### src/rtl/spi_slave_regfile_if.sv
// Command/read bus between the SPI command decoder and the register file.
// The decoder drives commands; the register file returns read data.
interface spi_slave_regfile_if #(
  parameter int REG_SIZE = 8,
  parameter int AW = 3
);
  logic                wr_start;
  logic [AW-1:0]       wr_addr;
  logic [REG_SIZE-1:0] wr_data;
  logic                wr_data_valid;
  logic                wr_end;
  logic                rd_start;
  logic [AW-1:0]       rd_addr;
  logic                rd_next;
  logic [REG_SIZE-1:0] rd_data;
  logic                err_clr;

  modport master (
    output wr_start, wr_addr, wr_data, wr_data_valid, wr_end,
    output rd_start, rd_addr, rd_next, err_clr,
    input  rd_data
  );

  modport slave (
    input  wr_start, wr_addr, wr_data, wr_data_valid, wr_end,
    input  rd_start, rd_addr, rd_next, err_clr,
    output rd_data
  );
endinterface

### src/rtl/spi_slave_regfile.sv
// SPI slave configuration register file: burst access, shadow/active
// split for regs 0..3, write lock, sticky write error, status register.
module spi_slave_regfile #(
  parameter int REG_SIZE = 8,
  parameter int NUM_REGS = 8,
  parameter int QUAD_EN = 0,
  parameter int DUMMY_RST = 32,
  localparam int AW = $clog2(NUM_REGS)
) (
  input  logic                  sclk,
  input  logic                  rst,
  spi_slave_regfile_if.slave    bus,
  output logic                  en_qpi,
  output logic [7:0]            dummy_cycles,
  output logic [15:0]           wrap_length,
  output logic                  wr_err
);

  localparam logic [AW-1:0] STAT = AW'(NUM_REGS - 1);
  localparam logic [REG_SIZE-1:0] R0_RST = REG_SIZE'(QUAD_EN % 2);
  localparam logic [REG_SIZE-1:0] R1_RST = REG_SIZE'(DUMMY_RST);

  logic [REG_SIZE-1:0] shadow     [NUM_REGS-1];
  logic [REG_SIZE-1:0] shadow_nxt [NUM_REGS-1];
  logic [REG_SIZE-1:0] stat;
  logic [AW-1:0]       wptr;
  logic [AW-1:0]       rptr;
  logic [AW-1:0]       tgt;
  logic [3:0]          cnt;
  logic                pending;
  logic                lock_hit;
  logic                bad;
  logic                wr_ok;

  // Lock is judged on the registered shadow reg0, so it bites one cycle late
  always_comb begin
    tgt = bus.wr_start ? bus.wr_addr : wptr;
    lock_hit = shadow[0][7] && (tgt != '0) && (tgt < AW'(4));
    bad = bus.wr_data_valid && ((tgt == STAT) || lock_hit);
    wr_ok = bus.wr_data_valid && !bad;
    for (int i = 0; i < NUM_REGS - 1; i++) begin
      shadow_nxt[i] = shadow[i];
    end
    if (wr_ok) begin
      shadow_nxt[tgt] = bus.wr_data;
    end
  end

  always_comb begin
    stat = '0;
    stat[0] = wr_err;
    stat[1] = pending;
    stat[7:4] = cnt;
  end

  assign bus.rd_data = (rptr == STAT) ? stat : shadow[rptr];

  always_ff @(posedge sclk) begin
    if (rst) begin
      for (int i = 0; i < NUM_REGS - 1; i++) begin
        shadow[i] <= '0;
      end
      shadow[0] <= R0_RST;
      shadow[1] <= R1_RST;
      en_qpi <= R0_RST[0];
      dummy_cycles <= R1_RST[7:0];
      wrap_length <= '0;
      wptr <= '0;
      rptr <= '0;
      pending <= 1'b0;
      cnt <= '0;
      wr_err <= 1'b0;
    end else begin
      for (int i = 0; i < NUM_REGS - 1; i++) begin
        shadow[i] <= shadow_nxt[i];
      end
      if (bus.wr_start || bus.wr_data_valid) begin
        wptr <= tgt + AW'(bus.wr_data_valid);
      end
      if (bus.rd_start) begin
        rptr <= bus.rd_addr;
      end else if (bus.rd_next) begin
        rptr <= rptr + AW'(1);
      end
      // Commit sees this cycle's write via shadow_nxt
      if (bus.wr_end) begin
        en_qpi <= shadow_nxt[0][0];
        dummy_cycles <= shadow_nxt[1][7:0];
        wrap_length <= {shadow_nxt[3][7:0], shadow_nxt[2][7:0]};
        pending <= 1'b0;
        cnt <= cnt + 4'd1;
      end else if (wr_ok && (tgt < AW'(4))) begin
        pending <= 1'b1;
      end
      if (bad) begin
        wr_err <= 1'b1;
      end else if (bus.err_clr) begin
        wr_err <= 1'b0;
      end
    end
  end

endmodule

### src/flat_wrapper.sv
// flat-port wrapper written by rule: the top's interface ports become plain ports
module spi_slave_regfile_flat 
#(
  parameter int REG_SIZE = 8,
  parameter int NUM_REGS = 8,
  parameter int QUAD_EN = 0,
  parameter int DUMMY_RST = 32,
  localparam int AW = $clog2(NUM_REGS)
)
  (sclk, rst, en_qpi, dummy_cycles, wrap_length, wr_err, bus_wr_start, bus_wr_addr, bus_wr_data, bus_wr_data_valid, bus_wr_end, bus_rd_start, bus_rd_addr, bus_rd_next, bus_err_clr, bus_rd_data);
  spi_slave_regfile_if #(.REG_SIZE(REG_SIZE), .AW(3)) bus_i ();
  input  logic sclk;
  input  logic rst;
  output logic en_qpi;
  output logic [7:0] dummy_cycles;
  output logic [15:0] wrap_length;
  output logic wr_err;
  input wire logic [$bits(bus_i.wr_start)-1:0] bus_wr_start;
  input wire logic [$bits(bus_i.wr_addr)-1:0] bus_wr_addr;
  input wire logic [$bits(bus_i.wr_data)-1:0] bus_wr_data;
  input wire logic [$bits(bus_i.wr_data_valid)-1:0] bus_wr_data_valid;
  input wire logic [$bits(bus_i.wr_end)-1:0] bus_wr_end;
  input wire logic [$bits(bus_i.rd_start)-1:0] bus_rd_start;
  input wire logic [$bits(bus_i.rd_addr)-1:0] bus_rd_addr;
  input wire logic [$bits(bus_i.rd_next)-1:0] bus_rd_next;
  input wire logic [$bits(bus_i.err_clr)-1:0] bus_err_clr;
  output wire logic [$bits(bus_i.rd_data)-1:0] bus_rd_data;
  assign bus_i.wr_start = bus_wr_start;
  assign bus_i.wr_addr = bus_wr_addr;
  assign bus_i.wr_data = bus_wr_data;
  assign bus_i.wr_data_valid = bus_wr_data_valid;
  assign bus_i.wr_end = bus_wr_end;
  assign bus_i.rd_start = bus_rd_start;
  assign bus_i.rd_addr = bus_rd_addr;
  assign bus_i.rd_next = bus_rd_next;
  assign bus_i.err_clr = bus_err_clr;
  assign bus_rd_data = bus_i.rd_data;
  spi_slave_regfile #(.REG_SIZE(REG_SIZE), .NUM_REGS(NUM_REGS), .QUAD_EN(QUAD_EN), .DUMMY_RST(DUMMY_RST)) u_core (.sclk(sclk), .rst(rst), .bus(bus_i), .en_qpi(en_qpi), .dummy_cycles(dummy_cycles), .wrap_length(wrap_length), .wr_err(wr_err));
endmodule
### config.mk
export PLATFORM = sky130hd
export DESIGN_NAME = spi_slave_regfile_flat
export DESIGN_NICKNAME = d
export VERILOG_FILES = /design/src/rtl/spi_slave_regfile_if.sv /design/src/rtl/spi_slave_regfile.sv /design/src/flat_wrapper.sv
export SDC_FILE = /design/constraint.sdc
export NUM_CORES = 1
export LEC_CHECK = 0
export BUFFER_PORTS_ARGS = -buffer_cell sky130_fd_sc_hd__buf_4
export CELL_PAD_IN_SITES_DETAIL_PLACEMENT = 1
export CELL_PAD_IN_SITES_GLOBAL_PLACEMENT = 1
export CORE_MARGIN = 10
export CORE_UTILIZATION = 36
export DETAILED_ROUTE_END_ITERATION = 6
export HOLD_SLACK_MARGIN = 0.02
export PLACE_DENSITY_LB_ADDON = 0.25
export SLEW_MARGIN = 10
export SYNTH_ARGS = -nofsm -noshare
export SYNTH_HDL_FRONTEND = slang
export SYNTH_SLANG_ARGS = --single-unit
### constraint.sdc
create_clock -name sclk -period 2.1 [get_ports sclk]
set_input_delay 0.21 -clock sclk [delete_from_list [all_inputs] [get_ports sclk]]
set_output_delay 0.21 -clock sclk [all_outputs]
set_load 0.05 [all_outputs]
Word level (Yosys, flattened, before mapping)
Memories as Yosys holds them, arrays and structs flattened. A register that Yosys moved wholly into a read port is not among the register bits.
Index checks and enable logic that the tools add are counted.
- mux-type cells: 24
- eq/ne operators: 2
- magnitude comparators: 3
- bitwise operators: 10
- reduce and logical (&&, ||, !) cells: 13
- $add $sub $neg: 3
- operators by type and width (operator ; number):
    $mux W8 ; 11
    $bwmux W56 ; 1
    $mux W56 ; 1
    $demux W8 S3 ; 1
    $mux W3 ; 5
    $or A1 B1 Y1 ; 9
    $eq A3 B3 Y1 const B ; 2
    $logic_and A1 B1 Y1 ; 6
    $mux W1 ; 5
    $add A4 B1 Y4 const B ; 1
    $ge A4 B4 Y1 const B ; 1
    $lt A4 B1 Y1 const B ; 1
    $not A3 Y4 ; 1
    $reduce_bool A2 Y1 ; 2
    $add A3 B1 Y3 ; 1
    $add A3 B1 Y3 const B ; 1
    $lt A3 B3 Y1 const B ; 1
    $reduce_bool A3 Y1 ; 1
    $logic_or A1 B1 Y1 ; 2
    $reduce_or A2 Y1 ; 1
    $logic_not A1 Y1 ; 1
- memory bits (writable): 56
- input port bits: 22
- bits in registers: 37
- memories: 1
- logic and storage cells: 64
- memory list (name ; words ; width ; rd ports ; clocked after memory_dff ; wr ports ; RTL line ; text):
    u_core.shadow ; 7 ; 8 ; 8 ; 1 ; 7 ; spi_slave_regfile.sv:23 ; logic [REG_SIZE-1:0] shadow [NUM_REGS-1];

Depth between registers and ports, before layout
- depth after elaboration: 10
- depth in mapped cells: 9

Least setup slack after synthesis
Ideal clock, no wire load.
- kind: register to output
- start point: register (tool-made name)
- end point: output port bus_rd_data[2]
- data arrival time: 1.803 ns
- data required time: 1.890 ns
- slack: 0.087 ns
- buffers on the path: 2
- cell stages (with the launch flop): 6
- cell sequence: dfxtp_1 > buf_2 > buf_1 > mux4_2 > mux2i_1 > nor2_1
- RTL lines (what ; RTL line ; text):
    to (decl) ; flat_wrapper.sv:27 ; output wire logic [$bits(bus_i.rd_data)-1:0] bus_rd_data;

==> run summary <==
outcome: finished, violations left
failing checks: setup timing
GRT overflow: 0
H-tree depth: 3
CP required: 1890 ps
Finished Cell Area: 5240 um^2
Hold WC Path Type: primary input to flip-flop
Filler Cell Count: 1,286
port bufs: 55
share of cells above drive strength 1: 0.260
DR vias: 3,182
Psw: 1.18 mW
max-cap viol count: 0
Clock power frac: 0.425
cts bufs inserted: 9
DRT antenna net count: 0
Clock Latency Late Sink: 360 ps
Yosys warnings: 0
Max Freq: 0.462 GHz
Slew Viols, Final: 0
sequential power share: 0.432
CTS root buf: clkbuf_16
Die ar.: 16,300 um^2
DRT Wirelength: 11,600 um
Tcrit/Tclk final: 1.03
PnR worst setup slack: -65.5 ps
vias in the first global route: 3,407
Final Wtd Congestion: 0.839
first-pass GRT wire length: 18,700 um
Main synth FF type: dfxtp_1
cts hold-fix bufs: 0
Max Used Layer: met4
asr flop ratio synth: 0
worst path arrival time: 1960 ps
Area Overhead vs Synth: 25.3%
Residual DRC: 0
Hold Slack: 138 ps
final setup violation count: 6
IO Count: 56
met2 wire length: 5820 um
critical path startpoint category: flip-flop
post-synthesis sequential area ratio: 0.460
Initial DRT Pass Iterations: 4
CTS Sinks: 96
Worst Tran Pin Value: 768 ps
Combinational Power Share: 0.143
RSZ-0062 raised after global routing: yes
sw frac: 0.260
Die Height: 128 um
Core Footprint: 11,400 um^2
Rows: 39
# nets final: 488
final setup skew: 7.93 ps
Net Count, Synth: 434
routed len/inst: 19.1 um
number of flops mapped to enable cells by yosys: 0
Die W: 128 um
R2R Setup Slk: 270 ps
met3 routed WL: 572 um
largest net degree at the start of global routing: 63
dpl hpwl: 7990 um
met1 WL: 5070 um
number of diodes: 0
power per cell area: 865 nW/um^2
worst r2r src: u_core.wptr[0]
Cell Area, Placed: 4730 um^2
Worst-path clk slew: 60 ps
DR iter-0 viols: 128
WS Path Type: flip-flop to primary output
Total GRT Usage: 0.144
clk buf depth: 2
Worst setup EP type: primary output
worst-path maximum fanout: 8
synthesized area per cell: 10.3 um^2
cell count after synthesis: 407
R2R Path End: u_core.dummy_cycles[2]
initial core utilization: 0.366
internal power: 3.36 mW
FF-to-FF path depth: 5
Max VDD drop: 0.000555 V
initial antenna violation count: 0
fin crit period: 2170 ps
Synth cell types: 35
CTS tree: done
#FFs+latches synth: 96
Setup crit end: bus_rd_data[7]
static leakage: 2.36 nW
DR vias/cell: 5.22
Synth Cell Area: 4180 um^2
max_slew headroom: 0.487
Final Hold Vio Count: 0
[worst min path at each step]
| stage | from | to | cells after the start | slack (ps) |
|---|---|---|---|---|
| 6_report | bus_rd_addr[1] | u_core.rptr[1] | 3 | 140 |
| 5_1_grt | bus_rd_addr[2] | flip-flop | 3 | 170 |
| 4_1_cts | bus_rd_addr[1] | u_core.rptr[1] | 3 | 140 |
| 3_5_place_dp | u_core.wrap_length[6] | u_core.wrap_length[6] | 2 | 480 |
| 3_3_place_gp | flip-flop | flip-flop | 2 | 470 |
| 2_1_floorplan | bus_wr_data[5] | flip-flop | 2 | 350 |
[through the flow]
stage          utilization  worst slack [ps]  instances  TNS, ps  total power, mW
6_report             0.459             -65.5        609     -166             4.53
5_1_grt              0.459              -113        609     -611             4.71
4_1_cts              0.453             -51.5        608     -195             4.56
3_5_place_dp         0.414               255        588        0             2.62
3_3_place_gp         0.414               271        588        0             2.60
2_1_floorplan            -              86.9        407        0             2.41
[cell usage in the layout (no fill, tap or decap), types with 4 or more instances in the layout]
cell / Yosys / layout
o21ai_0: 4 / 4
a221o_1: 6 / 6
nor3b_1: 11 / 8
mux2_4: 1 / 5
ha_1: 5 / 5
a21oi_1: 7 / 7
mux4_2: 8 / 8
buf_6: 3 / 10
o211ai_2: 4 / 4
mux2_2: 8 / 4
nand2_1: 6 / 6
buf_4: 2 / 60
xnor2_1: 4 / 4
dfxtp_1: 96 / 95
inv_1: 4 / 4
nor2_1: 97 / 96
mux2i_1: 69 / 66
clkbuf_16: 0 / 9
a211oi_1: 25 / 25
[power by group through the flow]
| stage | clock network, mW | registers, mW | logic [mW] |
|---|---|---|---|
| after floorplan | 0 | 2.07 | 0.338 |
| after global placement | 0 | 2.00 | 0.605 |
| after detailed placement | 0 | 2.00 | 0.618 |
| after CTS | 1.95 | 1.96 | 0.645 |
| after global routing | 2.04 | 1.97 | 0.702 |
| final | 1.93 | 1.96 | 0.649 |
[repair_timing]
| action | 4_1_cts | 5_1_grt |
|---|---|---|
| setup endpoints to repair | 6 | 8 |
| setup buffers | 3 | 1 |
| endpoints found under the hold margin | 0 | 0 |
| gates cloned | 1 | 0 |
| gates resized for setup | 13 | 13 |
| pin swaps | 6 | 2 |
[worst max-delay path: stages, from the launching register on]
cell and delay (ps):
dfxtp_4 390, buf_12 150, buf_6 100, mux4_2 470, a221o_1 330, buf_6 160
[synthesized netlist by cell type, types with 5 or more instances]
| master | count | area (um^2) |
|---|---|---|
| nor2_1 | 97 | 364 |
| dfxtp_1 | 96 | 1920 |
| mux2i_1 | 69 | 691 |
| a211oi_1 | 25 | 188 |
| clkbuf_1 | 19 | 71.3 |
| nor3b_1 | 11 | 82.6 |
| mux2_2 | 8 | 90.1 |
| mux4_2 | 8 | 180 |
| a21oi_1 | 7 | 35.0 |
| a221o_1 | 6 | 60.1 |
| nand2_1 | 6 | 22.5 |
| ha_1 | 5 | 62.6 |
[per-layer routing]
| layer | track usage | vias to the layer above |
|---|---|---|
| met4 | 0.0483 | 0 |
| met3 | 0.0438 | 17 |
| li1 | - | 1550 |
| met2 | 0.243 | 50 |
| met5 | 0 | - |
| met1 | 0.170 | 1565 |
[cells by family (layout without fill, tap and decap cells)]
group           Yosys count  in the layout  share of synthesized area
mux                      86             86                      0.233
compound gates           52             52                      0.102
xor+xnor                  6              6                     0.0126
simple gates            129            129                      0.139
fa+ha+maj                 5              5                     0.0150
flops                    96             96                      0.460
buf+inv                  33             92                     0.0377
[cell type report]
cell class                 count  area, um^2  area share
clock inverter                 5         104      0.0198
tap                          143         179      0.0342
clock buffer                  11         243      0.0463
sequential                    96        1930       0.368
inverter                       4        15.0     0.00287
multi-input combinational    278        2160       0.413
timing repair buffer          72         611       0.117
Power figures use the tool's default switching activity.
